**config.mk**
```make
export PLATFORM = sky130hd
export DESIGN_NAME = uart_rx
export DESIGN_NICKNAME = d
export VERILOG_FILES = /design/src/rtl/uart_rx.sv
export SDC_FILE = /design/constraint.sdc
export NUM_CORES = 1
export LEC_CHECK = 0
export BUFFER_PORTS_ARGS = -buffer_cell sky130_fd_sc_hd__buf_4
export CAP_MARGIN = 20
export CORE_AREA = 3 3 53 55
export DETAILED_ROUTE_END_ITERATION = 16
export DIE_AREA = 0 0 56 58
export HOLD_SLACK_MARGIN = 0.12
export PLACE_DENSITY = 0.71
export SYNTH_ARGS = -nofsm -noshare
export SYNTH_HDL_FRONTEND = slang
export SYNTH_SLANG_ARGS = --single-unit
```
**constraint.sdc**
```tcl
create_clock -name clk_i -period 1.85 [get_ports clk_i]
set_input_delay 0.0925 -clock clk_i [delete_from_list [all_inputs] [get_ports clk_i]]
set_output_delay 0.0925 -clock clk_i [all_outputs]
set_load 0.02 [all_outputs]
```
**src/rtl/uart_rx.sv**
```systemverilog
// uart_rx: oversampling UART receiver, 8N1-style framing with a framing-error pulse
module uart_rx #(
  parameter int DataWidth      = 8,
  parameter int OversampleRate = 16
) (
  input  logic                 clk_i,
  input  logic                 rst_i,
  input  logic                 tick_i,
  input  logic                 rxd_i,
  output logic [DataWidth-1:0] data_o,
  output logic                 dv_o,
  output logic                 frame_err_o,
  output logic                 busy_o
);
  localparam int TW = $clog2(OversampleRate);
  localparam int BW = DataWidth > 2 ? $clog2(DataWidth) : 1;
  typedef enum logic [1:0] {IDLE, START, DATA, STOP} state_t;
  state_t               state;
  logic [1:0]           sync;
  logic                 rxd_s, rxd_s_prev, mid, last;
  logic [TW-1:0]        tcnt;
  logic [BW-1:0]        bcnt;
  logic [DataWidth-1:0] shreg;
  assign rxd_s  = sync[1];
  assign busy_o = state != IDLE;
  assign mid    = tick_i && tcnt == TW'(OversampleRate / 2 - 1);
  assign last   = tick_i && tcnt == TW'(OversampleRate - 1);
  // Synchroniser, edge register and frame FSM; counters advance only on ticks
  always_ff @(posedge clk_i or posedge rst_i) begin
    if (rst_i) begin
      sync        <= 2'b11;
      rxd_s_prev  <= 1'b1;
      state       <= IDLE;
      tcnt        <= '0;
      bcnt        <= '0;
      shreg       <= '0;
      data_o      <= '0;
      dv_o        <= 1'b0;
      frame_err_o <= 1'b0;
    end else begin
      sync        <= {sync[0], rxd_i};
      rxd_s_prev  <= rxd_s;
      dv_o        <= 1'b0;
      frame_err_o <= 1'b0;
      case (state)
        IDLE: if (rxd_s_prev && !rxd_s) begin
          tcnt  <= '0;
          state <= START;
        end
        START: if (mid) begin
          tcnt  <= '0;
          bcnt  <= '0;
          state <= rxd_s ? IDLE : DATA;
        end else if (tick_i) tcnt <= tcnt + TW'(1);
        DATA: if (last) begin
          shreg <= DataWidth'({rxd_s, shreg} >> 1);
          tcnt  <= '0;
          bcnt  <= bcnt == BW'(DataWidth - 1) ? bcnt : bcnt + BW'(1);
          state <= bcnt == BW'(DataWidth - 1) ? STOP : DATA;
        end else if (tick_i) tcnt <= tcnt + TW'(1);
        STOP: if (last) begin
          dv_o        <= rxd_s;
          frame_err_o <= !rxd_s;
          data_o      <= rxd_s ? shreg : data_o;
          state       <= IDLE;
        end else if (tick_i) tcnt <= tcnt + TW'(1);
        default: state <= IDLE;
      endcase
    end
  end
endmodule

```
### After elaboration in Yosys (flattened, before gate mapping)

Cells that the tools add are included.

| storage, ports and cells | value |
|---|---|
| flip-flop bits (word level) | 30 |
| input port bits | 4 |
| word-level logic and storage cells | 56 |
| output and inout bits | 11 |

| operators by class | value |
|---|---|
| equality and inequality tests | 12 |
| add/sub/neg operators | 2 |
| multiplexer cells | 21 |
| reductions and logical operators | 12 |

Operators by type and width:

| kind | count |
|---|---|
| $mux W4 | 5 |
| $pmux W4 S4 | 1 |
| $ne A2 B2 Y1 const B | 6 |
| $mux W2 | 5 |
| $mux W3 | 3 |
| $pmux W2 S4 | 1 |
| $reduce_and A4 Y1 | 2 |
| $pmux W3 S2 | 1 |
| $mux W1 | 5 |
| $add A4 B1 Y4 const B | 1 |
| $eq A2 B2 Y1 const B | 2 |
| $eq A4 B3 Y1 const B | 1 |
| $eq A4 B4 Y1 const B | 1 |
| $reduce_and A2 Y1 | 2 |
| $reduce_bool A2 Y1 | 2 |
| $add A3 B1 Y3 const B | 1 |
| $eq A3 B3 Y1 const B | 1 |
| $logic_and A1 B1 Y1 | 3 |
| $reduce_and A3 Y1 | 1 |
| $eq A2 B1 Y1 const B | 1 |
| $logic_not A2 Y1 | 1 |
| $logic_not A1 Y1 | 1 |

### Logic depth before layout (Yosys ltp)

| logic depth | value |
|---|---|
| depth in word-level cells | 4 |
| depth in mapped cells | 6 |
| gate-level depth less buffers | 6 |

### Worst setup path before layout

No wires, ideal clock.

| timing | value |
|---|---|
| path kind | reg-to-reg |
| from | register tcnt[0] |
| to | register data_o[0] |
| arrival | 1.471 ns |
| required time | 1.725 ns |
| clock period less this slack | 1.596 ns |
| slack | 0.254 ns |
| cell stages (with the launch flop) | 6 |
| cell sequence | dfrtp_1 -> ha_1 -> and4_1 -> and3_4 -> nand2_4 -> mux2_4 |

| between the ends | value |
|---|---|
| cells in the longest elaborated chain, start to end | 3 |

Ends and longest elaborated chain:

| what | RTL line | RTL |
|---|---|---|
| start: declaration | 21 | `logic [TW-1:0] tcnt;` |
| start signal: assignment | 54 | `end else if (tick_i) tcnt <= tcnt + TW'(1);` |
| start signal: assignment | 60 | `end else if (tick_i) tcnt <= tcnt + TW'(1);` |
| start signal: assignment | 66 | `end else if (tick_i) tcnt <= tcnt + TW'(1);` |
| $eq A4 B4 Y1 | 27 | `assign last = tick_i && tcnt == TW'(OversampleRate - 1);` |
| $logic_and A1 B1 Y1 | 27 |  |
| $reduce_and A3 Y1 (no source line) | - |  |
| end signal: assignment | 64 | `data_o <= rxd_s ? shreg : data_o;` |
| end: declaration | 10 | `output logic [DataWidth-1:0] data_o,` |

Every way passes these cells.
A chain may end at the register's enable or synchronous reset.

### Worst setup path in the final report

| timing | value |
|---|---|
| from | register tcnt[0] |
| to | register data_o[6] |

Same word-level chain as after synthesis.

==> out/results.txt <==
The count of nets left with antenna violations once routing finished came out at 0. Clock-pin slew was measured on the worst setup and hold paths at 0.09 ns. The clock latency at the later pin of the worst-skew pair is 0.31 ns, and the remaining max-slew budget at the tightest pin is 66.4%. For this run, the number of standard cells in the final layout without fillers is 157. Entering global routing, the biggest net connects 15 pins. Row generation in the floorplan step produced 18 rows. The logs give 0 for the total count of hold-check failures in the final report and 0.596 GHz for the upper clock frequency limit. At the pin with the least slew margin, the transition time is 0.504 ns.

Between clock sinks in the finished design, the worst skew comes to 0.00728 ns. Dividing the detail-routed via count by the number of cells gives 5.41. In this run the deepest clock path goes through 2 buffers.

The logs give 0.885 for the routability congestion estimate from global placement and 0 for the buffers inserted during post-CTS setup optimization. On the critical path, the stage with the largest delay is an instance of dfrtp_1. Measured along the y axis, the die boundary spans 58 microns. Along the worst path, the maximum fanout reaches 9. At the end of the flow the core is filled with cells to 64.5%. The total setup violations reported at the end of the flow is 0, and the final critical delay including setup and external delays is 1.68 ns.

Count of filler cells inserted in the layout: 188. The library cells used most frequently in the layout, excluding fill and tap cells, are dfrtp_1, buf_4, mux2_4, mux2_2, nand2_1. In this run the number of H-tree levels came out at 2. The mean cell area of the mapped netlist is 12.8 sq um, and the area of the mapped netlist is 0.00131 sq mm. For the worst setup path, the data required time is 2.05 ns. The worst hold-check slack is 0.136 ns. The number of nets in the finished design was 133. 15 I/O pins were placed. The total power of the final layout is 0.00168 W.

The cell family contributing the most delay on the critical path is simple AND/OR/NAND/NOR gates. Dividing the final minimum period by the clock period gives 90.8%. The critical path contains buffers and inverters numbering 0 combined.

Path type of the worst setup path: register to register. The count of final max-slew check failures is 0, and the maximum resistive drop on vdd is 793 uV. The worst setup path is launched from a register. The startpoint of the lowest-slack register-to-register path was tcnt[0]. For this design the static power due to leakage is 0.806 nW. The DRC violations left was 0; the wire length of the first global-routing pass was 3.77 mm. The count of TritonRoute iterations in the first routing pass came out at 4. The startpoint identified for the worst hold timing path is tick_i. For this run the aggregate overflow at the end of global routing stands at 0. Register bit total from synthesis: 30. After routing, the total negative slack on setup checks comes to 0 ns. Power density of the placed cells: 1070 mW/mm^2.

The clock sink total was 30; the average detailed-routed wire length per instance was 13.8 microns. STA classifies the critical path endpoint as a register. The number of placed instances with taps included was 147; the cell depth of the worst hold path was 3. The tool flagged a number of max-cap violations equal to 0.

Relative to the synthesized area, the layout overhead comes to 19.7%. The signal on the critical path passes through ha_1 > and4_1 > and3_4 > nand2_4 > mux2_4. The tree is rooted in a clkbuf_4. The critical path starts at tcnt[0]. The worst reg-to-reg path cell count was 5; the number of warnings printed during yosys synthesis was 0.

Buffers inserted during clock tree synthesis total 5. The logs give 109 for the number of nets produced by synthesis and 0.00243 sq mm for the placeable core region. For the worst setup path, the data arrival time is 1.88 ns.

Across all layers, the routed design uses 850 vias. The tools report the post-synthesis sequential area ratio as 57.6%. The worst min-delay path class is input port to register. All-layer global routing usage: 15.3%. The number of cells on the critical path is 5, and the share of post-route cells with drive strength above 1 is 36.2%. Setup repair after global routing left no endpoint under its margin. The detailed router finished its first iteration with 14 violations.

For the placed wire-length estimate after detailed placement, the log shows 1.62 mm. The wire length reported by the detailed router is 2.17 mm, and the number of antenna repair diodes is 0. For this run, the slowest stage of the critical path takes 0.42 ns. Synthesis produced a netlist whose cell count is 102.

The starting utilization of the core area came out at 53.9%. TritonCTS built the clock tree. Yosys mapped the design onto 32 distinct sky130hd cell types.

The commonest non-fill, non-tap cell in the layout was dfrtp_1. The flow ran to the end, and the final reports show no timing, DRC or antenna violations. The die covers 0.00325 sq mm.

The via count of the first global-routing pass was 907; the horizontal extent of the die was 56 microns. The initial antenna violation count is 0. During placement, the flow inserted port buffers numbering 14.
-- per-stage QoR --
| stage | worst slack, ns | area (sq um) |
|---|---|---|
| 2_1_floorplan | 0.254 | 1310 |
| 3_3_place_gp | 0.213 | 1460 |
| 3_5_place_dp | 0.166 | 1460 |
| 4_1_cts | 0.159 | 1570 |
| 5_1_grt | 0.0770 | 1570 |
| 6_report | 0.171 | 1570 |
-- cell families (layout without fill, tap and decap cells) --
kind of cell               after synthesis  after routing  synth area share (%)
AOI/OAI and AO/OA                       18             18                  8.69
xor gates and xnor gates                 1              1                 0.669
adders and majority gates                3              3                  2.87
buffers and inverters                    7             32                  2.10
DFF                                     30             30                  57.6
and+or+nand+nor                         26             26                  11.3
muxes                                   17             17                  16.8
-- cell type report --
class	instances	area, sq um	area share [%]
clock inverters	1	30.0	1.92
inverters	6	22.5	1.44
repair buffers	18	140	8.94
flip-flops and latches	30	754	48.1
well taps	30	37.5	2.39
multi-input cells	65	528	33.7
clock buffers	7	55.1	3.51
-- worst paths after layout --
kind,slack [ns],endpoint
setup / recovery,0.17,data_o[6]
hold / removal,0.14,tcnt[2]
setup reg to reg,0.17,data_o[6]
hold reg to reg,0.36,sync[1]
max in group asynchronous,0.88,sync[1]
min in group asynchronous,0.35,data_o[0]
-- routing by layer --
layer  GRT usage, %  wire length (microns)  vias to the layer above  share of wire (%)
li1               -                      -                      408                  -
met1           17.2                    954                      411                 44
met2           26.4                   1070                       27                 49
met3           4.68                    122                        4                5.6
met4           7.80                     29                        0                1.3
met5              0                      0                        -                  0
-- registers in the layout (all words and copies together) (netlist names), named ones only --
signal	cells
data_o	8
shreg	8
tcnt	4
bcnt	3
sync	2
dv_o	1
frame_err_o	1
rxd_s_prev	1
state	1
-- repair_timing --
item / in CTS / in global routing
hold buffers: 2 / 0
gates resized for setup: 0 / 0
hold endpoints to repair: 13 / 0
-- report_power, final --
| part | internal, W | switching, W |
|---|---|---|
| combinational | 0.000138 | 0.000158 |
| clock | 0.000323 | 0.000218 |
| sequential | 0.000733 | 0.000113 |
| total | 0.00119 | 0.000489 |
-- synthesized netlist by cell type --
cell       count  area share, %
a21o_1         2            1.1
a21oi_1        1           0.38
a22o_1         1           0.67
a2bb2oi_1      1           0.67
a31oi_1        3            1.4
a32o_1         1           0.76
and2_1         1           0.48
and3_4         1           0.86
and4_1         1           0.67
buf_2          1           0.38
dfrtp_1       27             52
dfstp_2        3            6.0
ha_1           3            2.9
inv_1          5            1.4
inv_2          1           0.29
mux2_2         8            6.9
mux2_4         8            9.2
mux2i_1        1           0.76
nand2_1        7            2.0
nand2_4        1           0.86
nand2b_1       2           0.95
nand3_1        3            1.1
nand4_1        1           0.48
nor2_1         5            1.4
nor2_4         1           0.86
nor2b_1        1           0.48
o211ai_1       1           0.57
o21ai_0        6            2.3
o21ai_1        2           0.76
or2b_1         1           0.57
or3_1          1           0.48
xor2_1         1           0.67
-- tightest hold or removal path: stages --
cell	delay (ns)
buf_4	0.11
a31oi_1	0.09
a21oi_1	0.12
No activity file was read; power rests on OpenSTA's default activity.
